<file path="config.mk">
export PLATFORM = sky130hd
export DESIGN_NAME = commit_controller
export DESIGN_NICKNAME = d
export VERILOG_FILES = /design/src/rtl/commit_controller.sv
export SDC_FILE = /design/constraint.sdc
export NUM_CORES = 1
export LEC_CHECK = 0
export BUFFER_PORTS_ARGS = -buffer_cell sky130_fd_sc_hd__buf_2
export CORE_ASPECT_RATIO = 0.7
export CORE_MARGIN = 3
export CORE_UTILIZATION = 36
export CTS_BUF_LIST = sky130_fd_sc_hd__clkbuf_2 sky130_fd_sc_hd__clkbuf_4 sky130_fd_sc_hd__clkbuf_8
export DETAILED_ROUTE_END_ITERATION = 12
export HOLD_SLACK_MARGIN = 0.06
export PLACE_DENSITY = 0.66
export SLEW_MARGIN = 40
export SYNTH_ARGS = -nofsm -noshare
export SYNTH_HDL_FRONTEND = slang
export SYNTH_SLANG_ARGS = --single-unit
</file>
<file path="constraint.sdc">
create_clock -name clk -period 1.6 [get_ports clk]
set_clock_uncertainty 0.2 [all_clocks]
set_input_delay 0.16 -clock clk [delete_from_list [all_inputs] [get_ports clk]]
set_output_delay 0.16 -clock clk [all_outputs]
set_load 0.05 [all_outputs]
</file>
<file path="src/rtl/commit_controller.sv">
// In-order retirement from the ROB head: register writeback, store handshake with the LSB, mispredict flush.
// Outputs are registered and appear one cycle after the head is seen; `COMMIT_PERF_CNT_EN adds a 64-bit retired_cnt.
module commit_controller #(
    parameter int XLEN           = 32,
    parameter int REG_CNT_WIDTH  = 5,
    parameter int ROB_SIZE_WIDTH = 4
) (
    input  logic                     clk,
    input  logic                     rst,
    input  logic                     rdy,
    input  logic                     rob_head_valid,
    input  logic                     rob_head_ready,
    input  logic                     rob_head_is_store,
    input  logic                     rob_head_mispred,
    input  logic [REG_CNT_WIDTH-1:0] rob_head_rd,
    input  logic [XLEN-1:0]          rob_head_val,
    input  logic [XLEN-1:0]          rob_head_target,
    input  logic                     store_ack,
    output logic                     commit_pop,
    output logic                     rf_we,
    output logic [REG_CNT_WIDTH-1:0] rf_rd,
    output logic [XLEN-1:0]          rf_val,
    output logic                     store_req,
    output logic                     flush,
    output logic [XLEN-1:0]          flush_pc
`ifdef COMMIT_PERF_CNT_EN
    ,
    output logic [63:0]              retired_cnt
`endif
);

    if (XLEN < 1 || REG_CNT_WIDTH < 1 || ROB_SIZE_WIDTH < 1) begin : g_param_check
        $error("commit_controller: XLEN, REG_CNT_WIDTH and ROB_SIZE_WIDTH must all be >= 1");
    end

    typedef enum logic [1:0] {
        RUN        = 2'd0,
        STORE_WAIT = 2'd1,
        FLUSH      = 2'd2
    } state_e;

    state_e                     state_q, state_d;
    logic                       commit_pop_q, commit_pop_d;
    logic                       rf_we_q, rf_we_d;
    logic [REG_CNT_WIDTH-1:0]   rf_rd_q, rf_rd_d;
    logic [XLEN-1:0]            rf_val_q, rf_val_d;
    logic                       store_req_q, store_req_d;
    logic                       flush_q, flush_d;
    logic [XLEN-1:0]            flush_pc_q, flush_pc_d;
    logic                       head_go;

    // The ROB only advances its head on the edge after commit_pop, so the head seen
    // during a pop cycle is the entry being retired and must not be committed again.
    assign head_go = rob_head_valid & rob_head_ready & ~commit_pop_q;

    always_comb begin
        state_d      = state_q;
        commit_pop_d = 1'b0;
        rf_we_d      = 1'b0;
        rf_rd_d      = rf_rd_q;
        rf_val_d     = rf_val_q;
        store_req_d  = store_req_q;
        flush_d      = 1'b0;
        flush_pc_d   = flush_pc_q;

        if (rdy) begin
            unique case (state_q)
                RUN: begin
                    if (head_go) begin
                        if (rob_head_is_store) begin
                            store_req_d = 1'b1;
                            state_d     = STORE_WAIT;
                        end else begin
                            commit_pop_d = 1'b1;
                            rf_we_d      = (rob_head_rd != '0);
                            rf_rd_d      = rob_head_rd;
                            rf_val_d     = rob_head_val;
                            if (rob_head_mispred) begin
                                flush_d    = 1'b1;
                                flush_pc_d = rob_head_target;
                                state_d    = FLUSH;
                            end
                        end
                    end
                end
                STORE_WAIT: begin
                    if (store_ack) begin
                        store_req_d  = 1'b0;
                        commit_pop_d = 1'b1;
                        state_d      = RUN;
                    end
                end
                FLUSH: begin
                    state_d = RUN;
                end
                default: begin
                    state_d = RUN;
                end
            endcase
        end
    end

    always_ff @(posedge clk) begin
        if (rst) begin
            state_q      <= RUN;
            commit_pop_q <= 1'b0;
            rf_we_q      <= 1'b0;
            rf_rd_q      <= '0;
            rf_val_q     <= '0;
            store_req_q  <= 1'b0;
            flush_q      <= 1'b0;
            flush_pc_q   <= '0;
        end else begin
            state_q      <= state_d;
            commit_pop_q <= commit_pop_d;
            rf_we_q      <= rf_we_d;
            rf_rd_q      <= rf_rd_d;
            rf_val_q     <= rf_val_d;
            store_req_q  <= store_req_d;
            flush_q      <= flush_d;
            flush_pc_q   <= flush_pc_d;
        end
    end

    assign commit_pop = commit_pop_q;
    assign rf_we      = rf_we_q;
    assign rf_rd      = rf_rd_q;
    assign rf_val     = rf_val_q;
    assign store_req  = store_req_q;
    assign flush      = flush_q;
    assign flush_pc   = flush_pc_q;

`ifdef COMMIT_PERF_CNT_EN
    logic [63:0] retired_cnt_q;

    // Counted on the edge that raises commit_pop so the count already includes the visible pulse.
    always_ff @(posedge clk) begin
        if (rst) begin
            retired_cnt_q <= '0;
        end else if (commit_pop_d) begin
            retired_cnt_q <= retired_cnt_q + 64'd1;
        end
    end

    assign retired_cnt = retired_cnt_q;
`endif

endmodule
</file>
Word-level counts from Yosys, hierarchy flattened
Cells that the tools add are included.
{"block": "totals", "ff_bits": 75, "in_bits": 77}
{"block": "op_classes", "eq_ne": 5, "muxes": 14, "n_bitwise": 7, "n_reduce_logical": 9}
{"operator": "AND reduction 5 bit", "count": 2}
{"operator": "two-way mux 2 bit", "count": 4}
{"operator": "AND reduction 4 bit", "count": 2}
{"operator": "two-way mux 1 bit", "count": 7}
{"operator": "inequality test 2 bit, second input constant", "count": 3}
{"operator": "NOT 1 bit", "count": 5}
{"operator": "nonzero test 5 bit", "count": 1}
{"operator": "OR reduction 5 bit", "count": 1}
{"operator": "one-hot mux 1 bit (2 select lines)", "count": 2}
{"operator": "one-hot mux 2 bit (2 select lines)", "count": 1}
{"operator": "inequality test 3 bit, second input constant", "count": 1}
{"operator": "bitwise AND 1 bit", "count": 2}
{"operator": "== test 2 x 1 -> 1 bit, second input constant", "count": 1}
{"operator": "zero test 2 bit", "count": 1}
{"operator": "nonzero test 2 bit", "count": 1}
{"operator": "OR reduction 2 bit", "count": 1}

Logic depth before layout (Yosys ltp)
{"block": "depth", "depth_word": 4, "ltp_mapped": 5, "ltp_nobuf": 3}

Worst setup path before layout
OpenSTA, ideal clock, no wires.
{"block": "synth_path", "kind": "reg2reg", "from": "reg commit_pop_q (netlist: commit_pop)", "to": "reg flush_pc_q[10] (netlist: flush_pc[10])", "setup_time_ps": 119, "arrival_ps": 1503, "required_time_ps": 1281, "setup_slack_ps": -222, "stages_incl_launch_ff": 6, "n_path_buf": 2, "period_less_slack_ps": 1822, "cell_sequence": "dfxtp_1 and4bb_4 and4b_1 buf_4 buf_8 mux2i_1"}
{"block": "synth_between", "elab_chain_len": 3}
{"element": "start: declaration", "line_no": "43", "rtl": "logic commit_pop_q, commit_pop_d;"}
{"element": "start signal: assignment", "line_no": "115", "rtl": "commit_pop_q <= commit_pop_d;"}
{"element": "NOT 1 bit", "line_no": "54", "rtl": "assign head_go = rob_head_valid & rob_head_ready & ~commit_pop_q;"}
{"element": "bitwise AND 1 bit", "line_no": "54"}
{"element": "AND reduction 5 bit (no line)"}
{"element": "end signal: assignment", "line_no": "121", "rtl": "flush_pc_q <= flush_pc_d;"}
{"element": "end: declaration", "line_no": "49", "rtl": "logic [XLEN-1:0] flush_pc_q, flush_pc_d;"}
Every way passes these cells.
A chain may end at the register's enable or synchronous reset.

Worst setup path in the final report
{"block": "layout_path", "from": "reg state_q[0]", "to": "reg flush_pc_q[31] (netlist: flush_pc[31])"}
{"block": "layout_between", "elab_chain_len": 2}
{"element": "start: declaration", "line_no": "42", "rtl": "state_e state_q, state_d;"}
{"element": "start signal: assignment", "line_no": "114", "rtl": "state_q <= state_d;"}
{"element": "zero test 2 bit", "line_no": "67", "rtl": "unique case (state_q)"}
{"element": "AND reduction 5 bit (no line)"}
Every way passes these cells.

==> metrics.cfg <==
[detailed_routing]
num_vias=2999
drt_iter0_drc=105
antenna_left=0
dr.pass1.iters=4
via_per_inst=4.41
route.detailed.drc=0
wl_um=8950
wl_per_cell_um=13.2

[grt]
grt_pass1_vias=2927
grt_pass1_wl_um=13700
gr-total-overflow=0
grt_max_degree=74
busiest_layer=met2
antenna_found_initial=0
grt_use_total_pct=16.1
met1_usage_pct=19.5
grt_util_met2_pct=26.6
grt_use_met3_pct=6.75

[finish]
syn2layout_area_growth_pct=55.0
insertedDiodeCount=0
nets=628
fin_cells=680
final_layout_size_suffix_gt1_share_pct=33.6
fillers=806
fin_area_um2=5280

[placement]
dpl.hpwl_um=5420
routabilityCongestion=0.719
dp_cells=585
dpl-instance-area_um2=4240
port_buffers=149

[pwr]
power_density_nw_per_um2=728
leakage_nw=2.30
totalPowerFinal_mw=3.84
peakVddDrop_v=0.000426

[timing]
maxSlewHeadroom_pct=82.0
finalMaxSlewViolations=0
fmax_ghz=0.593
worst_slack_ps=-85.4
fin_tns_setup_ps=-3100
rsz0062_at_grt=yes
hold_viol=0
worst_pin_slew_ps=266
timing.final.crit_share_pct=105
hold_slack_ps=92.4
setup_violations=67
layout_min_cycle_time_ps=1690

[synth]
yosysTopAreaCellShare_pct=44.1
syn_inst=327
synth-seq-cells=75
synth-edff-count=0
syn_nets=404
synth_area_leader_cell=dfxtp_1
syn_area_um2=3410
avgSynthCellArea_um2=10.4
synthFlopType=dfxtp_1
synth_area_leaders=dfxtp_1 44%, nand2b_1 26%, mux2i_1 20%, buf_12 1.8%, buf_8 1.8%
synthTopCellsByCount=139 x nand2b_1, 75 x dfxtp_1, 69 x mux2i_1, 15 x clkbuf_1, 4 x buf_8
synth.distinct_cells=24
yosysMostFrequentCell=nand2b_1
synth_seq_area_share_pct=44.1
ys_async_sr_fraction_pct=0
ys_warn_count=0

[worst_setup_path]
timing.rr.start=state_q[0]
worstPathCellList=and4bb_4 -> and4b_2 -> clkbuf_16 -> mux2i_1
cp-end-kind=flip-flop
startpoint_type=flip-flop
max_stage_delay_ps=350
crit_type=reg2reg
cp.arrival_ps=1760
ff2ff_setup_slack_ps=-90
path_max_fanout=12
crit_slowest_cell=and4b_2
reg2regPathDepth=4
r2r_end=flush_pc[31]
cp_data_required_time_ps=1670

[cts]
insertion_delay_ps=340
h-tree-depth=3
cts_inserted_buffers=9
clock-sinks=75
path_clk_slew_ps=70
cts.path.max_buffers=2
cts_tree=yes
cts_root_buf=clkbuf_8

[min_path]
hold_path_startpoint=rdy
hp-class=in2reg
hold_path_end=commit_pop
hold_depth=4

[run_status]
violations=setup timing
status=complete, but fails checks

[floorplan]
dieHeight_um=87.4
die_w_um=122
core_area_um2=9140
io_pins=150
rows=29
dieArea_um2=10700
start_util_pct=37.2

[flow_run]
drv_cap=0

## worst max-delay path: cells and delay by family (launching register included)
kind / cells / cell delay [ps]
simple gates: 2 / 690
flops: 1 / 320
buf+inv: 1 / 220
mux: 1 / 190
## worst max path at each step
stage                               to  startpoint
after detailed placement    rf_val[25]  state_q[0]
after global routing        rf_val[15]  state_q[0]
after global placement      rf_val[15]  state_q[0]
after floorplan               rf_rd[0]  commit_pop
after CTS                   rf_val[25]  state_q[0]
final                     flush_pc[31]  state_q[0]
## logic make-up after synthesis
group	share of synthesized area, %
buffers and inverters	5.55
AND/OR/NAND/NOR	28.9
AO/OA/AOI/OAI	1.14
flip-flops	44.1
multiplexers	20.3
## what timing repair did
| item | CTS | global route |
|---|---|---|
| setup buffers | 2 | 1 |
| pin swaps | 0 | 1 |
| hold buffers | 72 | 0 |
| cloned | 1 | 4 |
| setup endpoints to repair | 48 | 69 |
| endpoints found under the hold margin | 74 | 0 |
| resized for setup | 2 | 5 |
## per-layer routing
layer | routed length (um) | vias up
li1 | - | 1512
met1 | 4160 | 1378
met2 | 4010 | 102
met3 | 703 | 7
met4 | 80 | 0
met5 | 0 | -
## cell usage in the layout (no fill, tap or decap), drive strengths merged
cell type / count
buf: 161
nand2b: 139
dfxtp: 75
dlygate4sd3: 72
mux2i: 69
clkbuf: 17
nor2b: 3
clkinv: 3
nor2: 2
nor4: 2
and4bb: 1
nor3b: 1
a31oi: 1
o211a: 1
nor3: 1
and4b: 1
nand2: 1
nor4b: 1
a21oi: 1
or2b: 1
a211oi: 1
or4: 1
o21ba: 1
## metrics by stage
stage / utilization [%] / worst slack (ps)
after floorplan: - / -54.8
after global placement: 46.4 / 14.7
after detailed placement: 46.4 / -75.0
after CTS: 56.6 / -86.3
after global routing: 57.7 / -161
final: 57.7 / -85.4
## state kept, by name, indices dropped and copies added (netlist names)
name / cells
commit_pop: 1
flush: 1
flush_pc: 32
rf_rd: 5
rf_val: 32
rf_we: 1
state_q: 2
store_req: 1
## report_power, final
group / total (mW) / internal [mW] / leakage (nW) / switching (mW)
Clock: 1.29 / 0.626 / 0.0948 / 0.663
Combinational: 0.636 / 0.342 / 1.60 / 0.294
Sequential: 1.92 / 1.90 / 0.607 / 0.0178
## area by class of cell
type                            instances  area, um^2  area share (%)
Tap cell                              124         155            2.94
Clock buffer                           13         154            2.92
Sequential cell                        75        1510            28.5
Timing Repair Buffer                  237        1730            32.7
Multi-Input combinational cell        228        1720            32.6
Clock inverter                          3        15.0           0.284
No activity file was read; power rests on OpenSTA's default activity.
